[src/rtl/vga_pkg.sv]
// rtl/vga_pkg.sv - shared SVGA timing defaults and sprite-controller state type
package vga_pkg;

  localparam int H_RES = 800;
  localparam int V_RES = 600;

  typedef enum logic [1:0] {IDLE, FALL, BOUNCE, STOP} rect_ctl_state_t;

endpackage

[src/rtl/edge_det.sv]
// rtl/edge_det.sv - single-bit rising-edge detector, previous sample cleared by rst
module edge_det (
  input  logic clk,
  input  logic rst,
  input  logic din,
  output logic rise
);

  logic din_q;

  always_ff @(posedge clk) begin
    if (rst) begin
      din_q <= 1'b0;
    end else begin
      din_q <= din;
    end
  end

  assign rise = din & ~din_q;

endmodule

[src/rtl/draw_rect_ctl.sv]
// rtl/draw_rect_ctl.sv - per-frame sprite position: mouse follow or gravity fall with decaying bounces
// Optional: DRAW_RECT_CTL_CLAMP_EN keeps the mouse-following sprite fully on screen.
module draw_rect_ctl
  import vga_pkg::*;
#(
  parameter int H_RES   = vga_pkg::H_RES,
  parameter int V_RES   = vga_pkg::V_RES,
  parameter int RECT_W  = 48,
  parameter int RECT_H  = 64,
  parameter int GRAVITY = 1,
  parameter int VMAX    = 40,
  parameter int VMIN    = 4
) (
  input  logic        clk40MHz,
  input  logic        rst,
  input  logic        vblnk,
  input  logic [11:0] mouse_xpos,
  input  logic [11:0] mouse_ypos,
  input  logic        mouse_left,
  output logic [11:0] x_start,
  output logic [11:0] y_start,
  output logic        falling
);

  localparam logic [11:0] FLOOR = 12'(V_RES - RECT_H);
  localparam logic [11:0] X_MAX = 12'(H_RES - RECT_W);
  localparam logic [8:0]  GRAV9 = 9'(GRAVITY);
  localparam logic [8:0]  VMAX9 = 9'(VMAX);
  localparam logic [7:0]  GRAV8 = 8'(GRAVITY);
  localparam logic [7:0]  VMIN8 = 8'(VMIN);

  rect_ctl_state_t state;
  logic [7:0]      velocity;
  logic            tick;
  logic            press;

  edge_det u_tick_det (
    .clk  (clk40MHz),
    .rst  (rst),
    .din  (vblnk),
    .rise (tick)
  );

  edge_det u_press_det (
    .clk  (clk40MHz),
    .rst  (rst),
    .din  (mouse_left),
    .rise (press)
  );

  logic [8:0]  v_inc;
  logic [7:0]  v_fall;
  logic [12:0] y_sum;
  logic [9:0]  v_imp3;
  logic [7:0]  v_imp;
  logic [11:0] y_up;
  logic [11:0] idle_x;
  logic [11:0] idle_y;

  // Extra bit on the sums so neither the speed nor the position can wrap.
  always_comb begin
    v_inc  = {1'b0, velocity} + GRAV9;
    v_fall = (v_inc > VMAX9) ? VMAX9[7:0] : v_inc[7:0];
    y_sum  = {1'b0, y_start} + {5'd0, v_fall};
    v_imp3 = {2'b00, v_fall} + {1'b0, v_fall, 1'b0};
    v_imp  = v_imp3[9:2];
    y_up   = (y_start > {4'd0, velocity}) ? (y_start - {4'd0, velocity}) : 12'd0;
  end

`ifdef DRAW_RECT_CTL_CLAMP_EN
  assign idle_x = (mouse_xpos > X_MAX) ? X_MAX : mouse_xpos;
  assign idle_y = (mouse_ypos > FLOOR) ? FLOOR : mouse_ypos;
`else
  assign idle_x = mouse_xpos;
  assign idle_y = mouse_ypos;
`endif

  always_ff @(posedge clk40MHz) begin
    if (rst) begin
      state    <= IDLE;
      velocity <= 8'd0;
      x_start  <= 12'd0;
      y_start  <= 12'd0;
      falling  <= 1'b0;
    end else begin
      case (state)
        IDLE: begin
          // A press in the same cycle as a tick takes priority over the position load.
          if (press) begin
            state    <= FALL;
            velocity <= 8'd0;
            falling  <= 1'b1;
          end else if (tick) begin
            x_start <= idle_x;
            y_start <= idle_y;
          end
        end
        FALL: begin
          if (tick) begin
            if (y_sum >= {1'b0, FLOOR}) begin
              y_start  <= FLOOR;
              velocity <= v_imp;
              if (v_imp < VMIN8) begin
                state   <= STOP;
                falling <= 1'b0;
              end else begin
                state <= BOUNCE;
              end
            end else begin
              y_start  <= y_sum[11:0];
              velocity <= v_fall;
            end
          end
        end
        BOUNCE: begin
          if (tick) begin
            y_start <= y_up;
            if (velocity <= GRAV8) begin
              velocity <= 8'd0;
              state    <= FALL;
            end else begin
              velocity <= velocity - GRAV8;
            end
          end
        end
        STOP: begin
          if (press) begin
            state <= IDLE;
          end
        end
        default: begin
          state   <= IDLE;
          falling <= 1'b0;
        end
      endcase
    end
  end

endmodule

[config.mk]
export PLATFORM = sky130hd
export DESIGN_NAME = draw_rect_ctl
export DESIGN_NICKNAME = d
export VERILOG_FILES = /design/src/rtl/vga_pkg.sv /design/src/rtl/edge_det.sv /design/src/rtl/draw_rect_ctl.sv
export SDC_FILE = /design/constraint.sdc
export NUM_CORES = 1
export LEC_CHECK = 0
export BUFFER_PORTS_ARGS = -buffer_cell sky130_fd_sc_hd__buf_2
export CORE_MARGIN = 2
export CORE_UTILIZATION = 45
export CTS_CLUSTER_DIAMETER = 200
export DETAILED_ROUTE_END_ITERATION = 8
export PLACE_DENSITY = 0.77
export SYNTH_ARGS = -nofsm -noshare
export SYNTH_HDL_FRONTEND = slang
export SYNTH_SLANG_ARGS = --single-unit
export TNS_END_PERCENT = 20
[constraint.sdc]
create_clock -name clk40MHz -period 5.2 [get_ports clk40MHz]
set_clock_uncertainty 0.1 [all_clocks]
set_input_delay 0 -clock clk40MHz [delete_from_list [all_inputs] [get_ports clk40MHz]]
set_output_delay 0 -clock clk40MHz [all_outputs]
set_load 0.02 [all_outputs]
==> summary.txt, run 1 <==
Yosys
  • Mux cell area share after synthesis: 0.979%
  • Yosys cell types: 77
  • Synthesized area per cell: 7.19 µm²
  • Synth Area in Simple Gates: 25.6%
  • Post-synthesis sequential area ratio: 20.0%
  • Fraction of the mapped netlist area in adder cells: 9.86%
  • Post-synthesis instance area: 3700 µm²
  • EDFF count, synth: 0
  • Synth Area in XOR/XNOR: 6.59%
  • Synthesized instance count: 515
  • Main combinational cell family by area after synthesis: compound AO/OA/AOI/OAI gates
  • Yosys reg bits: 37
  • Synth Area in Compound Gates: 30.4%
  • Primary FF master, synth: dfxtp_1
  • Post-synth ARST share: 0%
  • Ys Warns: 0

Clocking
  • Clk sinks: 37
  • TritonCTS clock tree: done
  • Clock transition at path regs: 80 ps
  • Clock Latency Late Sink: 310 ps
  • Root Buffer: clkbuf_8
  • H-tree depth: 2
  • Maximum clock insertion buffer count: 2
  • CTS buffer count: 5

Setup path
  • CP Cell Sequence: ha_1 -> and3_4 -> and3_1 -> mux2i_1 -> a21oi_1 -> nand2_1 -> fa_1 -> inv_1 -> o21ai_0 -> o21ai_1 -> a21oi_1 -> o31ai_2 -> and4_1 -> a31o_2 -> a41oi_1 -> o41ai_1
  • Critical Path AT: 4900 ps
  • Crit path launch type: register
  • CP startpoint: velocity[1]
  • Crit Path Category: register to register
  • Slowest stage cell, crit path: dfxtp_1
  • Worst r2r src: velocity[1]
  • Max incr delay on CP: 550 ps
  • CP delay by family, top: compound AO/OA/AOI/OAI gates
  • CP required: 5300 ps
  • Critical Path Sink Type: register
  • Most used cell, CP: a21oi_1
  • Bufs and invs on worst path: 1
  • CP Max Fanout: 15

Final layout
  • Cell Count, Final, Fillers Out: 683
  • Layout overhead on the synthesized area: 17.0%
  • Antenna fix cells: 0
  • Nets: 633
  • Layout cells sized above 1: 15.2%

GRT
  • Largest net degree at the start of global routing: 43
  • Global route overflow: 0
  • First-pass GRT wire length: 19,400 µm
  • Vias in the first global route: 4,035
  • Initial antenna violation count: 0
  • Total GRT Usage: 26.8%

Placement
  • Placed insts: 656
  • Post-DP HPWL: 8230 µm
  • Count of input and output buffers: 52
  • Placer Congestion: 0.942

Outcome
  • Failing checks: negative hold slack
  • Status: finished with violations

Power and ir drop
  • VDD IR max: 297 µV
  • Total power: 1840 µW
  • Leakage: 0.00183 µW
  • Power Density: 424 nW/µm²

Floorplan
  • I/O pins: 53
  • FP Rows: 33
  • Die area: 8970 µm²
  • Effective utilization at floorplan: 45.8%
  • Core area: 8090 µm²
  • Width of the die: 94.7 µm
  • Die height: 94.7 µm

Route
  • DRC: 0
  • Vias/cell: 6.11
  • 1st-pass router iterations: 8
  • Drt initial violations: 382
  • Via count: 4,170
  • Post-route ant nets: 0
  • Post-Route WL: 11,400 µm
  • WL/cell: 16.7 µm

Hold path
  • Hold path start: mouse_ypos[10]
  • Min-Delay Path Class: input pin to register

Timing
  • Setup TNS: 0 ps
  • WHS: -9.81 ps
  • Final-report hold violation count: 3
  • Final worst path period share: 92.3%
  • Unrepaired setup endpoints after global routing: no
  • Final min period: 4800 ps
  • Slew @ Worst Pin: 1130 ps
  • Final Setup Violations: 0
  • Fin. max-slew vios: 0
  • Slew headroom: 24.1%
  • Maximum clock rate: 208 MHz

Run
  • Max Cap Violations: 0
-- per-stage QoR --
step | worst slack, ps | instance area, µm² | util [%]
floorplan | 900 | 3720 | -
global placement | 519 | 4040 | 50.0
detailed placement | 338 | 4040 | 50.0
CTS | 318 | 4330 | 53.5
global route | 11.8 | 4330 | 53.5
finish | 398 | 4330 | 53.5
-- placed cells by master (no fill, tap or decap), types with 5 or more instances in the layout --
cell / instances
clkbuf_8: 6
a31oi_1: 12
ha_1: 26
dfxtp_1: 36
nor2_1: 32
xor2_1: 7
nand2_1: 65
a21oi_1: 58
xnor2_1: 19
buf_4: 6
o31ai_1: 5
buf_2: 52
nand3_1: 22
o21ai_0: 20
o21a_1: 5
nor2b_1: 6
dlygate4sd3_1: 19
inv_1: 31
nand2b_1: 6
o211ai_1: 5
a21o_1: 8
nand4_1: 7
nor3_1: 20
conb_1: 7
-- cell usage after synthesis, types with 7 or more instances --
| library cell | instances | area share [%] |
|---|---|---|
| inv_1 | 31 | 3.1 |
| nand3_1 | 22 | 3.0 |
| nand4_1 | 7 | 1.2 |
| nor3_1 | 20 | 2.7 |
| ha_1 | 26 | 8.8 |
| nor2_1 | 32 | 3.2 |
| xor2_1 | 7 | 1.7 |
| a31oi_1 | 12 | 2.0 |
| dfxtp_1 | 37 | 20 |
| nand2_1 | 65 | 6.6 |
| o21ai_0 | 20 | 2.7 |
| clkbuf_1 | 16 | 1.6 |
| a21o_1 | 8 | 1.6 |
| xnor2_1 | 19 | 4.5 |
| a21oi_1 | 58 | 7.8 |
-- per-layer routing --
layer | vias up | part of all wire, % | global-route usage, %
met5 | - | 0 | 0
met4 | 0 | 3.2 | 10.3
met3 | 32 | 8.6 | 4.23
met2 | 204 | 46 | 43.8
met1 | 1946 | 42 | 35.4
li1 | 1988 | - | -
-- cell families (layout without fill, tap and decap cells) --
kind of cell	Yosys count	after routing
buf+inv	59	117
fa+ha+maj	28	28
flops	37	37
other cells	2	7
xor+xnor	27	27
mux	3	3
simple gates	192	192
compound gates	167	167
-- what timing repair did --
action / CTS / global route
resized for setup: 0 / 2
hold buffers: 19 / 0
endpoints found under the setup margin: 0 / 5
endpoints found under the hold margin: 19 / 0
buffers inserted: 0 / 0
-- power breakdown --
part / internal (µW) / total [µW] / switching [µW]
clock network: 107 / 221 / 113
registers: 338 / 422 / 84.4
logic: 435 / 1190 / 759
-- final timing paths --
kind / end / slack (ps) / cells after the start
hold / removal: y_start[10] / -10 / 4
setup reg to reg: y_start[6] / 400 / 16
hold reg to reg: x_start[6] / 350 / 2
setup / recovery: y_start[6] / 400 / 16
-- sequential cells by signal (all words and copies together) (netlist names) --
signal,flops
x_start,12
y_start,12
velocity,8
state,2
falling,1
u_press_det.din_q,1
u_tick_det.din_q,1
-- layout make-up --
cell class	count	area [µm²]
Clock buffer	6	82.6
Clock inverter	2	13.8
Fill cell	802	3760
Inverter	32	120
Multi-Input combinational cell	424	2750
Sequential cell	37	742
Tap cell	105	131
Timing Repair Buffer	77	495
-- worst reg2reg max path, stage by stage (launching register included) --
cell and delay (ps):
dfxtp_1 550, ha_1 280, and3_4 220, and3_1 200, mux2i_1 140, a21oi_1 380
nand2_1 180, fa_1 450, inv_1 80, o21ai_0 70, o21ai_1 220, a21oi_1 130
o31ai_2 470, and4_1 310, a31o_2 370, a41oi_1 180, o41ai_1 350
(Power assumes the default switching activity.)
==> inputs of run 2 (changes only) <==
--- a/config.mk
+++ b/config.mk
@@ -6,11 +6,15 @@
 export NUM_CORES = 1
 export LEC_CHECK = 0
 export BUFFER_PORTS_ARGS = -buffer_cell sky130_fd_sc_hd__buf_2
+export CELL_PAD_IN_SITES_DETAIL_PLACEMENT = 0
+export CELL_PAD_IN_SITES_GLOBAL_PLACEMENT = 2
 export CORE_MARGIN = 2
-export CORE_UTILIZATION = 45
+export CORE_UTILIZATION = 33
 export CTS_CLUSTER_DIAMETER = 200
 export DETAILED_ROUTE_END_ITERATION = 8
-export PLACE_DENSITY = 0.77
+export MAX_ROUTING_LAYER = met4
+export PLACE_DENSITY = 0.93
+export RECOVER_POWER = 50
 export SYNTH_ARGS = -nofsm -noshare
 export SYNTH_HDL_FRONTEND = slang
 export SYNTH_SLANG_ARGS = --single-unit
==> summary.txt, run 2 (synthesis results as in run 1) <==
Timing
  • Final-report hold violation count: 0 (was 3)
  • Maximum clock rate: 210 MHz (was 208 MHz)
  • Final min period: 4770 ps (was 4800 ps)
  • WHS: 8.30 ps (was -9.81 ps)
  • Unrepaired setup endpoints after global routing: no (unchanged)
  • Fin. max-slew vios: 43 (was 0)
  • Final Setup Violations: 0 (unchanged)
  • Final worst path period share: 91.7% (was 92.3%)
  • Slew @ Worst Pin: 1980 ps (was 1130 ps)
  • Slew headroom: -31.9% (was 24.1%)
  • Setup TNS: 0 ps (unchanged)

Clocking
  • Root Buffer: clkbuf_8 (unchanged)
  • H-tree depth: 2 (unchanged)
  • Maximum clock insertion buffer count: 2 (unchanged)
  • CTS buffer count: 5 (unchanged)
  • # Post-CTS Setup Buffers: 0 (unchanged)
  • Clk sinks: 37 (unchanged)
  • TritonCTS clock tree: done (unchanged)
  • Clock transition at path regs: 90 ps (was 80 ps)
  • Clock Latency Late Sink: 300 ps (was 310 ps)

Power and ir drop
  • VDD IR max: 225 µV (was 297 µV)
  • Switching power: 981 µW (was 956 µW)
  • Power Density: 435 nW/µm² (was 424 nW/µm²)
  • Leakage: 0.00173 µW (was 0.00183 µW)
  • Sequential cell fraction of total power: 22.0% (was 23.0%)
  • Combinational share of power: 63.9% (was 65.0%)
  • P_int: 928 µW (was 880 µW)
  • Clock power frac: 14.1% (was 12.0%)
  • Switching share of power: 51.4% (was 52.1%)

Final layout
  • Antenna fix cells: 0 (unchanged)
  • Nets: 633 (unchanged)
  • Most frequent cells in the layout: 65 x nand2_1, 58 x a21oi_1, 36 x dfxtp_1 (was 65 x nand2_1, 58 x a21oi_1, 52 x buf_2)
  • Most common cell after layout, fill and taps aside: nand2_1 (unchanged)
  • Cell Count, Final, Fillers Out: 718 (was 683)
  • Layout cells sized above 1: 10.9% (was 15.2%)
  • Biggest registers after layout: x_start x12, y_start x12, velocity x8 (unchanged)
  • Layout overhead on the synthesized area: 18.5% (was 17.0%)

Setup path
  • Slowest stage cell, crit path: dfxtp_1 (unchanged)
  • Bufs and invs on worst path: 2 (was 1)
  • R2r endpoint: y_start[1] (was y_start[6])
  • CP Max Fanout: 11 (was 15)
  • Most used cell, CP: nand2_1 (was a21oi_1)
  • Internal reg-to-reg setup slack: 430 ps (was 400 ps)
  • CP delay by family, top: simple AND/OR/NAND/NOR gates (was compound AO/OA/AOI/OAI gates)
  • Critical Path Sink Type: register (unchanged)
  • R2R cell count: 18 (was 16)
  • Max incr delay on CP: 610 ps (was 550 ps)
  • CP Cell Sequence: nand4_2 -> o21ai_2 -> nand2_1 -> nand2_1 -> nand2_1 -> nor2_1 -> ha_1 -> inv_1 -> fa_1 -> inv_1 -> o21ai_0 -> o21ai_1 -> a21oi_1 -> o31ai_4 -> and4_1 -> a31oi_2 -> or4_1 -> a211oi_2 (was ha_1 -> and3_4 -> and3_1 -> mux2i_1 -> a21oi_1 -> nand2_1 -> fa_1 -> inv_1 -> o21ai_0 -> o21ai_1 -> a21oi_1 -> o31ai_2 -> and4_1 -> a31o_2 -> a41oi_1 -> o41ai_1)
  • Worst r2r src: velocity[3] (was velocity[1])
  • Crit path launch type: register (unchanged)
  • Critical Path AT: 4860 ps (was 4900 ps)
  • CP required: 5300 ps (about the same)
  • Crit Path Category: register to register (unchanged)

Route
  • Vias/cell: 5.65 (was 6.11)
  • WL/cell: 17.1 µm (was 16.7 µm)
  • Via count: 4,060 (was 4,170)
  • Post-Route WL: 12,300 µm (was 11,400 µm)
  • Drt initial violations: 253 (was 382)
  • 1st-pass router iterations: 5 (was 8)
  • Post-route ant nets: 0 (unchanged)
  • DRC: 0 (unchanged)

GRT
  • Initial antenna violation count: 0 (unchanged)
  • Largest net degree at the start of global routing: 43 (unchanged)
  • Total GRT Usage: 21.7% (was 26.8%)
  • Vias in the first global route: 3,875 (was 4,035)
  • First-pass GRT wire length: 20,000 µm (was 19,400 µm)
  • Global route overflow: 0 (unchanged)

Placement
  • Count of input and output buffers: 52 (unchanged)
  • Placer Congestion: 0.902 (was 0.942)
  • Post-DP HPWL: 9150 µm (was 8230 µm)
  • Placed insts: 691 (was 656)

Floorplan
  • Core area: 10,900 µm² (was 8090 µm²)
  • Die area: 12,100 µm² (was 8970 µm²)
  • I/O pins: 53 (unchanged)
  • Width of the die: 110 µm (was 94.7 µm)
  • Effective utilization at floorplan: 34.0% (was 45.8%)
  • Die height: 110 µm (was 94.7 µm)
  • FP Rows: 38 (was 33)

Hold path
  • Hold path start: mouse_ypos[4] (was mouse_ypos[10])
  • Worst Hold Path Cells: 4 (unchanged)
  • Min-Delay Path Class: input pin to register (unchanged)
  • Worst hold endpoint: y_start[4] (was y_start[10])

Outcome
  • Status: finished with violations (unchanged)
  • Failing checks: max-capacitance violations, max-slew violations (was negative hold slack)

Run
  • Max Cap Violations: 1 (was 0)
-- run 2: power by group through the flow --
stage	sequential [µW]	clock [µW]	combinational, µW
detailed placement	423	0	1200
global placement	422	0	1200
CTS	417	276	1220
floorplan	439	0	842
finish	420	270	1220
global route	429	293	1350
-- run 2: layer usage --
| metal | GRT usage (%) | vias to the layer above | part of all wire (%) |
|---|---|---|---|
| met1 | 29.0 | 1887 | 46 |
| met4 | 5.97 | 0 | 1.9 |
| met5 | - | - | 0 |
| li1 | - | 2003 | - |
| met3 | 3.62 | 23 | 6.5 |
| met2 | 33.7 | 147 | 46 |
-- run 2: what timing repair did --
item,4_1_cts,5_1_grt
gates resized for setup,0,5
hold endpoints to repair,19,0
endpoints found under the setup margin,0,19
hold buffers,19,0
-- run 2: layout make-up --
class | count | area, µm²
flip-flops and latches | 37 | 742
multi-input cells | 424 | 2770
inverters | 32 | 120
well taps | 140 | 175
clock inverters | 2 | 37.5
fillers | 1139 | 6500
repair buffers | 77 | 463
clock buffers | 6 | 82.6
-- run 2: worst max-delay path by stage --
| stage | start | end | slack [ps] | cells past startpoint |
|---|---|---|---|---|
| CTS | velocity[1] | y_start[1] | 230 | 19 |
| global placement | velocity[2] | y_start[6] | 380 | 18 |
| floorplan | velocity[1] | y_start[1] | 900 | 17 |
| detailed placement | velocity[1] | y_start[1] | 290 | 19 |
| global route | velocity[3] | y_start[6] | 10 | 18 |
| finish | velocity[3] | y_start[1] | 430 | 18 |
-- run 2: through the flow --
stage          instance area (µm²)  power [µW]  worst slack [ps]  utilization, %
3_3_place_gp                  4090        1620               380            37.5
5_1_grt                       4390        2070              13.4            40.3
3_5_place_dp                  4090        1620               287            37.5
2_1_floorplan                 3720        1280               900               -
4_1_cts                       4400        1910               235            40.4
6_report                      4390        1910               434            40.3
-- run 2: worst reg2reg max path, cell delays in order (launching register included) --
cell	delay, ps
dfxtp_1	610
nand4_2	260
o21ai_2	330
nand2_1	200
nand2_1	140
nand2_1	90
nor2_1	190
ha_1	220
inv_1	60
fa_1	400
inv_1	100
o21ai_0	70
o21ai_1	200
a21oi_1	160
o31ai_4	380
and4_1	280
a31oi_2	160
or4_1	520
a211oi_2	220
